$ cat src/rtl/i2c_byte_master.sv
// i2c_byte_master: one-byte I2C write/read engine timed by the stretch generator's data_clk phases.
// Optional: define I2C_MASTER_ACK_CHECK_EN to sample slave ACK slots and abort on address NACK.
module i2c_byte_master #(
  parameter int ADDR_W = 7,
  parameter int DATA_W = 8
) (
  input  logic              clk,
  input  logic              rst,
  input  logic              data_clk_i,
  input  logic              sda_in_i,
  input  logic              cmd_valid_i,
  output logic              cmd_ready_o,
  input  logic [ADDR_W-1:0] cmd_addr_i,
  input  logic              cmd_rw_i,
  input  logic [DATA_W-1:0] cmd_wdata_i,
  output logic              sda_oe_o,
  output logic              scl_not_ena_o,
  output logic              rsp_valid_o,
  output logic [DATA_W-1:0] rsp_rdata_o,
  output logic              rsp_nack_o
);
  localparam int CW = $clog2(DATA_W + 1);
  typedef enum logic [3:0] {IDLE, START, ADDR, ACK1, WR, ACK2, RD, MACK, STOP} state_t;
  state_t state_q, state_d;
  logic dc_q, rise, fall;
  logic sda_q, sda_d, scl_q, scl_d, vld_q, vld_d, nack_q, nack_d, rw_q, rw_d;
  logic [ADDR_W:0] ash_q, ash_d;
  logic [DATA_W-1:0] wsh_q, wsh_d, rd_q, rd_d;
  logic [CW-1:0] cnt_q, cnt_d;
  assign rise = data_clk_i & ~dc_q;
  assign fall = ~data_clk_i & dc_q;
  // cnt_q doubles as the sub-phase index inside START and STOP
  always_comb begin
    state_d = state_q;
    sda_d = sda_q;
    scl_d = scl_q;
    vld_d = 1'b0;
    nack_d = nack_q;
    rw_d = rw_q;
    ash_d = ash_q;
    wsh_d = wsh_q;
    rd_d = rd_q;
    cnt_d = cnt_q;
    case (state_q)
      IDLE: if (cmd_valid_i) begin
        state_d = START;
        ash_d = {cmd_addr_i, cmd_rw_i};
        wsh_d = cmd_wdata_i;
        rw_d = cmd_rw_i;
        rd_d = '0;
        nack_d = 1'b0;
        cnt_d = '0;
      end
      START: if (rise && cnt_q == '0) begin
        sda_d = 1'b1;
        cnt_d = CW'(1);
      end else if (fall && cnt_q != '0) begin
        scl_d = 1'b0;
        cnt_d = '0;
        state_d = ADDR;
      end
      ADDR: if (rise) begin
        sda_d = ~ash_q[ADDR_W];
        ash_d = ash_q << 1;
        cnt_d = cnt_q + CW'(1);
      end else if (fall && cnt_q == CW'(ADDR_W + 1)) begin
        cnt_d = '0;
        state_d = ACK1;
      end
      ACK1: if (rise) sda_d = 1'b0;
      else if (fall) begin
`ifdef I2C_MASTER_ACK_CHECK_EN
        nack_d = sda_in_i;
        state_d = sda_in_i ? STOP : rw_q ? RD : WR;
`else
        state_d = rw_q ? RD : WR;
`endif
        cnt_d = '0;
      end
      WR: if (rise) begin
        sda_d = ~wsh_q[DATA_W-1];
        wsh_d = wsh_q << 1;
        cnt_d = cnt_q + CW'(1);
      end else if (fall && cnt_q == CW'(DATA_W)) begin
        cnt_d = '0;
        state_d = ACK2;
      end
      ACK2: if (rise) sda_d = 1'b0;
      else if (fall) begin
`ifdef I2C_MASTER_ACK_CHECK_EN
        nack_d = nack_q | sda_in_i;
`endif
        cnt_d = '0;
        state_d = STOP;
      end
      RD: if (rise) sda_d = 1'b0;
      else if (fall) begin
        rd_d = {rd_q[DATA_W-2:0], sda_in_i};
        cnt_d = cnt_q == CW'(DATA_W - 1) ? '0 : cnt_q + CW'(1);
        state_d = cnt_q == CW'(DATA_W - 1) ? MACK : RD;
      end
      MACK: if (rise) sda_d = 1'b0;
      else if (fall) begin
        cnt_d = '0;
        state_d = STOP;
      end
      STOP: if (rise && cnt_q == '0) begin
        sda_d = 1'b1;
        cnt_d = CW'(1);
      end else if (fall && cnt_q == CW'(1)) begin
        scl_d = 1'b1;
        cnt_d = CW'(2);
      end else if (rise && cnt_q == CW'(2)) begin
        sda_d = 1'b0;
        vld_d = 1'b1;
        cnt_d = '0;
        state_d = IDLE;
      end
      default: state_d = IDLE;
    endcase
  end
  always_ff @(posedge clk) begin
    if (rst) begin
      state_q <= IDLE;
      dc_q <= 1'b0;
      sda_q <= 1'b0;
      scl_q <= 1'b1;
      vld_q <= 1'b0;
      nack_q <= 1'b0;
      rw_q <= 1'b0;
      ash_q <= '0;
      wsh_q <= '0;
      rd_q <= '0;
      cnt_q <= '0;
    end else begin
      state_q <= state_d;
      dc_q <= data_clk_i;
      sda_q <= sda_d;
      scl_q <= scl_d;
      vld_q <= vld_d;
      nack_q <= nack_d;
      rw_q <= rw_d;
      ash_q <= ash_d;
      wsh_q <= wsh_d;
      rd_q <= rd_d;
      cnt_q <= cnt_d;
    end
  end
  assign cmd_ready_o = state_q == IDLE;
  assign sda_oe_o = sda_q;
  assign scl_not_ena_o = scl_q;
  assign rsp_valid_o = vld_q;
  assign rsp_rdata_o = rd_q;
  assign rsp_nack_o = nack_q;
endmodule

$ cat config.mk
export PLATFORM = sky130hd
export DESIGN_NAME = i2c_byte_master
export DESIGN_NICKNAME = d
export VERILOG_FILES = /design/src/rtl/i2c_byte_master.sv
export SDC_FILE = /design/constraint.sdc
export NUM_CORES = 1
export LEC_CHECK = 0
export BUFFER_PORTS_ARGS = -buffer_cell sky130_fd_sc_hd__buf_2
export CAP_MARGIN = 5
export CORE_ASPECT_RATIO = 0.9
export CORE_UTILIZATION = 50
export CTS_CLUSTER_SIZE = 20
export DETAILED_ROUTE_END_ITERATION = 16
export GPL_TIMING_DRIVEN = 0
export PLACE_DENSITY = 0.75
export SKIP_LAST_GASP = 1
export SYNTH_ARGS = -nofsm -noshare
export SYNTH_HDL_FRONTEND = slang
export SYNTH_SLANG_ARGS = --single-unit
$ cat constraint.sdc
create_clock -name clk -period 2 [get_ports clk]
set_clock_uncertainty 0.15 [all_clocks]
set_input_delay 0.6 -clock clk [delete_from_list [all_inputs] [get_ports clk]]
set_output_delay 0.6 -clock clk [all_outputs]
set_load 0.05 [all_outputs]
### After elaboration in Yosys (flattened, before gate mapping)

Cells that the tools add are included.

* latch bits: 0
* logic and storage cells: 141
* bits in writable memories: 0
* memories: 0
* memory bits (read-only): 0
* output and inout port bits: 13
* flip-flop bits (word level): 37

* div/mod/pow operators: 0
* mux-type cells: 56
* $add $sub $neg: 1
* reduce and logical (&&, ||, !) cells: 27
* multiply operators: 0
* order comparisons: 0
* bitwise gates (word level): 7
* shift operators: 0
* equality and inequality tests: 40

Operators by type and width (count)
* 4-bit two-way mux: 28
* 8-bit two-way mux: 7
* 8-bit case mux with 2 select lines: 3
* 2-bit != test, second input constant: 20
* 4-bit case mux with 8 select lines: 1
* 4-bit case mux with 6 select lines: 1
* 4-bit by 3-bit == test with 1-bit output, second input constant: 5
* 16-bit AND reduction: 1
* 1-bit two-way mux: 13
* 4-bit by 2-bit == test with 1-bit output, second input constant: 3
* 3-bit != test, second input constant: 3
* 9-bit AND reduction: 1
* 4-bit by 1-bit == test with 1-bit output, second input constant: 2
* 4-bit == test, second input constant: 2
* 4-bit logical NOT: 2
* 2-bit nonzero test: 4
* 4-bit OR reduction: 2
* 7-bit AND reduction: 1
* 2-bit by 1-bit != test with 1-bit output, second input constant: 3
* 3-bit AND reduction: 2
* 6-bit nonzero test: 1
* 1-bit logical AND: 5
* 1-bit NOT: 5
* 1-bit case mux with 5 select lines: 1
* 13 further kinds: 15

### Depth between registers and ports, before layout

Gate-level depths: netlist of the first run.

* depth after elaboration: 7
* gate-level depth with buffers: 8
* mapped depth without buffers: 7

### Worst setup path after synthesis of the first run

OpenSTA, ideal clock, no wires.

* path type: register to register
* from: register state_q[3]
* to: register rd_q[0] (netlist: rsp_rdata_o[0])
* cell stages (with the launch flop): 9
* setup time: 133 ps
* data arrival time: 1924 ps
* period minus slack after synthesis: 2206 ps
* setup slack: -206 ps
* path through: dfxtp_1 -> buf_4 -> or4_1 -> inv_1 -> nand2_1 -> and2_1 -> clkbuf_1 -> nand2_1 -> a21oi_1

* word-level cells in the longest chain between the ends: 3
* elaborated cells between the ends (all ways): 8

Ends and longest elaborated chain
* from (decl): line 24 `state_t state_q, state_d;`
* from (signal assigned): line 136 `state_q <= state_d;`
* 4-bit logical NOT *
* named net cmd_ready_o: line 12 `output logic cmd_ready_o,`
* 2-bit != test (no line) / 2-bit nonzero test (equally long branches)
* 4-bit AND reduction (no line)
* to (signal assigned): line 145 `rd_q <= rd_d;`
* to (decl): line 28 `logic [DATA_W-1:0] wsh_q, wsh_d, rd_q, rd_d;`

Mark *: on every way through the listed nets, which the timed path passes. The rest lies on a longest branch.
A chain may end at the register's enable or synchronous reset.

### Worst setup path after layout of the first run

* from: register state_q[1]
* to: output port cmd_ready_o

* word-level cells in the longest chain between the ends: 1

Ends and longest elaborated chain
* 4-bit logical NOT: line 149 `assign cmd_ready_o = state_q == IDLE;`
* to (decl): line 12

No other way between the ends.

==> results of run 1 <==
worst max-delay path, stage by stage, from the launching register on:
cell	delay [ps]
dfxtp_4	360
or4_4	560
clkinvlp_4	110
buf_8	140
through the flow:
step                hold WS (ps)  setup slack, ps  util, %
floorplan                  286.6           -113.4        -
global placement           287.1           -347.0    58.91
detailed placement         300.9           -381.0    58.91
CTS                        312.0           -226.4    63.39
global route               318.7           -272.8    69.85
finish                     308.4           -236.7    69.85
cells by family (layout without fill, tap and decap cells):
group,after synthesis,in the layout,share of synthesized area [%]
AO/OA/AOI/OAI,59,59,19.83
XOR/XNOR,2,2,0.8071
flip-flops,37,37,34.12
buffers and inverters,24,81,6.282
multiplexers,20,20,9.452
other,1,1,0.1727
AND/OR/NAND/NOR,99,99,26.51
adder cells (fa/ha/maj),5,5,2.824
layer usage:
layer / routed length, µm / share of wire [%] / track usage [%] / up-vias
li1: - / - / - / 1028
met1: 2659 / 47 / 34.88 / 996
met2: 2544 / 45 / 38.69 / 64
met3: 335 / 6.0 / 6.532 / 6
met4: 75 / 1.3 / 8.088 / 0
met5: 0 / 0 / 0 / -
path summary, 6_finish.rpt:
path / from / end / slack (ps) / cells past startpoint
min: rsp_rdata_o[7] / rsp_rdata_o[7] / 310 / 2
max: state_q[1] / cmd_ready_o / -240 / 3
max reg2reg: state_q[0] / state_q[3] / -150 / 6
min reg2reg: rsp_rdata_o[7] / rsp_rdata_o[7] / 310 / 2
what timing repair did:
action	4_1_cts	5_1_grt
buffers inserted	10	9
endpoints found under the setup margin	16	33
cloned	0	2
pin swaps	5	17
gates resized for setup	18	41
hold endpoints to repair	0	0
cells in the final DEF (no fill, tap or decap), types with 5 or more instances in the layout:
master / n
dfxtp_4: 5
buf_6: 7
mux2i_1: 18
buf_2: 32
clkbuf_8: 5
nand3b_1: 5
buf_4: 19
nand2_1: 17
a21oi_1: 15
a211oi_1: 12
nand3_1: 13
nor2_1: 18
nand2b_1: 5
dfxtp_1: 31
report_power, final:
group / switching, mW / internal (mW) / total, mW
logic: 0.709 / 0.638 / 1.35
registers: 0.0712 / 0.851 / 0.922
clock network: 0.311 / 0.247 / 0.558
cell type report:
| cell class | count | area (µm²) | area share [%] |
|---|---|---|---|
| Multi-Input combinational cell | 186 | 1460 | 50.63 |
| Sequential cell | 37 | 760.7 | 26.38 |
| Timing Repair Buffer | 53 | 369.1 | 12.80 |
| Buffer | 16 | 120.1 | 4.165 |
| Clock buffer | 5 | 68.82 | 2.386 |
| Tap cell | 48 | 60.06 | 2.082 |
| Inverter | 4 | 23.77 | 0.8243 |
| Clock inverter | 3 | 21.27 | 0.7375 |
synth_stat cells (all sizes together) (2+ instances only):
| cell type | instances |
|---|---|
| nand3b | 5 |
| and2 | 2 |
| nor3 | 10 |
| nor2b | 6 |
| nand2b | 6 |
| o21a | 2 |
| inv | 4 |
| clkbuf | 7 |
| a21oi | 17 |
| nand2 | 19 |
| a211oi | 14 |
| a21boi | 2 |
| o2bb2ai | 2 |
| nor4 | 6 |
| a31oi | 4 |
| o32ai | 2 |
| nor4b | 2 |
| o22ai | 2 |
| nand3 | 13 |
| buf | 13 |
| nand4 | 2 |
| mux2i | 19 |
| dfxtp | 37 |
| o21ba | 2 |
| ha | 4 |
| or4 | 2 |
| o41ai | 2 |
| nor2 | 19 |
registers in the layout, indices dropped and copies added, names as in the netlist:
| register | cells |
|---|---|
| ash_q | 8 |
| dc_q | 1 |
| rsp_rdata_o | 8 |
| state_q | 4 |
| rsp_valid_o | 1 |
| rw_q | 1 |
| cnt_q | 4 |
| scl_not_ena_o | 1 |
| sda_oe_o | 1 |
| wsh_q | 8 |
==> reports/qor.txt, run 1 <==
top-area cell type share of the netlist area -> 34.12%
Synth Warn # -> 0
cell area after layout -> 2884 µm²
Rows -> 22
area leader, netlist -> dfxtp_1
Clock Sinks -> 37
crit path time final -> 2237 ps
fin. max-slew vios -> 0
top post-synthesis cells by area -> dfxtp_1, mux2i_1, a211oi_1
Final nets -> 328
wire per inst -> 15.95 µm
sequential fraction of the synthesis area -> 34.12%
Finished Layout Cells -> 352
library cells used by synthesis -> 59
Setup CP Type -> reg2out
area delta synth->final -> 32.85%
maximum fanout along the worst path -> 2
Fin. Hold Viols -> 0
Post-synth EDFFs -> 0
Mapped Cells -> 247
H-tree depth -> 2
power per cell area -> 980.0 nW/µm²
dpl cell area -> 2432 µm²
Die Y -> 64.51 µm
outcome -> complete, but fails checks
Detailed Place HPWL -> 3560 µm
Max Cap Viol -> 0
CP Capture Type -> output pin
Total Neg Setup Slack -> -781.8 ps
slew margin rel. -> 63.67%
syn nets -> 272
gpl congestion -> 0.8839
slew at the pin closest to its max-slew limit -> 545.0 ps
maximum root-to-sink buffer count -> 2
Die W -> 71.46 µm
ys async rst share -> 0%
leakage power -> 1.103 nW
layout cells sized above 1 -> 39.14%
via count -> 2094
PortBufs -> 32
Clk Latency, worst-skew pair -> 310 ps
total core area -> 4129 µm²
setup violators final -> 7
CP arrival -> 1490 ps
grt ovf -> 0
final WL -> 5614 µm
TritonCTS clock tree -> yes
GRT Total Usage -> 25.30%
vias in the first global route -> 1918
ant diodes -> 0
Hold Buf Count CTS -> 0
first-pass GRT wire length -> 9059 µm
Worst setup SP type -> register
Final WS setup -> -236.7 ps
Hold Path Class -> reg2reg
initial antenna violation count -> 0
post-route antenna net violation count -> 0
DRT iter0 DRCs -> 208
flops & latches, synth -> 37
Worst IR Drop VDD -> 0.5211 mV
placed cells -> 327
Post-Syn Area -> 2171 µm²
Clk Tree Root Cell -> clkbuf_8
Tot Pwr -> 2.826 mW
Worst EP required -> 1250 ps
filler cell count in the final layout -> 307
DRC viols -> 0
FMAX -> 447.1 MHz
Die ar. -> 4610 µm²
drt pass-1 iters -> 4
Worst-path clk slew -> 90 ps
total CTS buffers -> 5
largest net degree at the start of global routing -> 14
main flop type after synthesis -> dfxtp_1
Ports -> 34
period utilization -> 111.8%
Syn Area/Cell -> 8.789 µm²
Starting Density -> 52.58%
vias per cell -> 5.949
RSZ-0062 raised after global routing -> true
failing checks -> negative setup slack
No activity file was read; power rests on OpenSTA's default activity.
==> inputs of run 2 (changes only) <==
--- a/config.mk
+++ b/config.mk
@@ -5,9 +5,10 @@
 export SDC_FILE = /design/constraint.sdc
 export NUM_CORES = 1
 export LEC_CHECK = 0
+export ABC_AREA = 0
 export BUFFER_PORTS_ARGS = -buffer_cell sky130_fd_sc_hd__buf_2
 export CAP_MARGIN = 5
-export CORE_ASPECT_RATIO = 0.9
+export CORE_ASPECT_RATIO = 0.75
 export CORE_UTILIZATION = 50
 export CTS_CLUSTER_SIZE = 20
 export DETAILED_ROUTE_END_ITERATION = 16
==> reports/qor.txt, run 2 (same netlist as run 1, synthesis figures left out) <==
post-route antenna net violation count -> 0 (unchanged)
maximum fanout along the worst path -> 8 (+6)
Rows -> 20 (-9.1%)
pre-CTS setup slack -> -386.0 ps (-4.961 ps)
Die W -> 78.09 µm (+9.3%)
maximum root-to-sink buffer count -> 2 (unchanged)
Clock Sinks -> 37 (unchanged)
leakage power -> 1.071 nW (-2.9%)
period utilization -> 110.5% (-1.4 points)
ant diodes -> 0 (unchanged)
drt pass-1 iters -> 4 (unchanged)
combinational power share -> 46.2% (-1.4 points)
flop2flop setup slack -> -180 ps (-30 ps)
worst path cell trace -> or4_4 -> clkinvlp_4 -> buf_8
Detailed Place HPWL -> 3511 µm (-1.4%)
area delta synth->final -> 27.61%
Ports -> 34 (unchanged)
Die Y -> 59.07 µm (-8.4%)
power per cell area -> 959.7 nW/µm² (-2.1%)
final WL -> 5567 µm (-0.84%)
Final WS setup -> -209.1 ps (+27.60 ps)
total core area -> 4104 µm² (-0.61%)
largest net degree at the start of global routing -> 12 (-2)
grt ovf -> 0 (unchanged)
fin. max-slew vios -> 0 (unchanged)
Reg power frac -> 34.5% (+1.9 points)
total CTS buffers -> 5 (unchanged)
Switching Power -> 1.008 mW (-7.6%)
Setup CP Type -> reg2out
DRC viols -> 0 (unchanged)
slew margin rel. -> 63.30% (-0.37 points)
slowest CP cell -> or4_4
most common cell after layout, fill and taps aside -> buf_2
Total Neg Setup Slack -> -1133 ps (-351.3 ps)
Final nets -> 326 (-0.61%)
Worst-path clk slew -> 80 ps (about the same)
PortBufs -> 32 (unchanged)
Finished Layout Cells -> 357 (+1.4%)
setup violators final -> 9 (+2)
vias in the first global route -> 1754 (-8.6%)
initial antenna violation count -> 0 (unchanged)
Worst setup SP type -> register
Worst IR Drop VDD -> 0.5037 mV (-3.3%)
GRT Total Usage -> 23.76% (-1.5 points)
wire per inst -> 15.59 µm (-2.2%)
CP arrival -> 1460 ps (-30 ps)
Fin. Hold Viols -> 0 (unchanged)
vias per cell -> 5.871 (-1.3%)
Tot Pwr -> 2.658 mW (-5.9%)
slew at the pin closest to its max-slew limit -> 550.5 ps (+5.543 ps)
TritonCTS clock tree -> yes
Buf+Inv Stages, Crit Path -> 2 (unchanged)
DRT iter0 DRCs -> 172 (-17%)
Internal Power -> 1.650 mW (-4.9%)
failing checks -> negative setup slack
Crit path max-delay family -> simple AND/OR/NAND/NOR gates
Max stage delay on crit path -> 540 ps (-20 ps)
via count -> 2096 (+0.096%)
Die ar. -> 4612 µm² (about the same)
Hold Path Class -> reg2reg
H-tree depth -> 2 (unchanged)
layout cells sized above 1 -> 36.42% (-2.7 points)
Clk Latency, worst-skew pair -> 290 ps (-20 ps)
Clk pwr share -> 19.4% (-0.3 points)
Max Cap Viol -> 0 (unchanged)
crit path time final -> 2209 ps (-27.60 ps)
CP Capture Type -> output pin
RSZ-0062 raised after global routing -> true
first-pass GRT wire length -> 8528 µm (-5.9%)
Sw Ratio -> 37.92% (-0.67 points)
outcome -> complete, but fails checks
hold_ws -> 303.2 ps (-5.269 ps)
FMAX -> 452.7 MHz (+1.2%)
placed cells -> 334 (+2.1%)
gpl congestion -> 0.8261 (-6.5%)
Clk Tree Root Cell -> clkbuf_8
Worst EP required -> 1250 ps (about the same)
most frequent cells in the layout -> buf_2, dfxtp_1, mux2i_1, nor2_1
Starting Density -> 52.90% (+0.32 points)
run 2: worst paths after layout:
path	startpoint	end	depth (start not counted)
worst max-delay path	state_q[2]	cmd_ready_o	3
worst min-delay path	rsp_rdata_o[7]	rsp_rdata_o[7]	2
worst max register to register	state_q[1]	state_q[3]	6
worst min register to register	rsp_rdata_o[7]	rsp_rdata_o[7]	2
run 2: repair_timing:
action	CTS	global route
hold buffers	0	0
setup buffers	10	6
endpoints found under the hold margin	0	0
endpoints found under the setup margin	17	28
pin swaps	4	16
gates resized for setup	14	27
gates cloned	0	2
run 2: per-layer routing:
metal,track usage [%],part of all wire (%),wire (µm),vias up
li1,-,-,-,1014
met1,35.73,47,2620,980
met2,34.09,44,2462,93
met3,6.000,7.6,423,9
met4,4.762,1.1,61,0
met5,0,0,0,-
run 2: stage by stage:
step / util (%) / area, µm²
2_1_floorplan: - / 2212
3_3_place_gp: 59.48 / 2441
3_5_place_dp: 59.48 / 2441
4_1_cts: 63.84 / 2620
5_1_grt: 67.50 / 2770
6_report: 67.50 / 2770
run 2: power by group through the flow:
stage	sequential, mW	clock [mW]	combinational, mW
floorplan	0.939	0	0.749
global placement	0.922	0	0.950
detailed placement	0.924	0	0.959
CTS	0.911	0.518	1.11
global route	0.927	0.560	1.32
finish	0.916	0.515	1.23
run 2: area by class of cell:
cell class | instances | area [µm²]
tap | 55 | 68.82
timing repair buffer | 50 | 304.0
clock buffer | 6 | 72.57
sequential | 37 | 757.0
multi-input combinational | 186 | 1421
inverter | 4 | 21.27
clock inverter | 2 | 10.01
buffer | 17 | 115.1
fill | 316 | 1334
run 2: tightest hold or removal path, delay by kind of cell (launching register included):
family,cells,cell delay (ps)
DFF,1,310
and+or+nand+nor,1,50
AOI/OAI and AO/OA,1,50
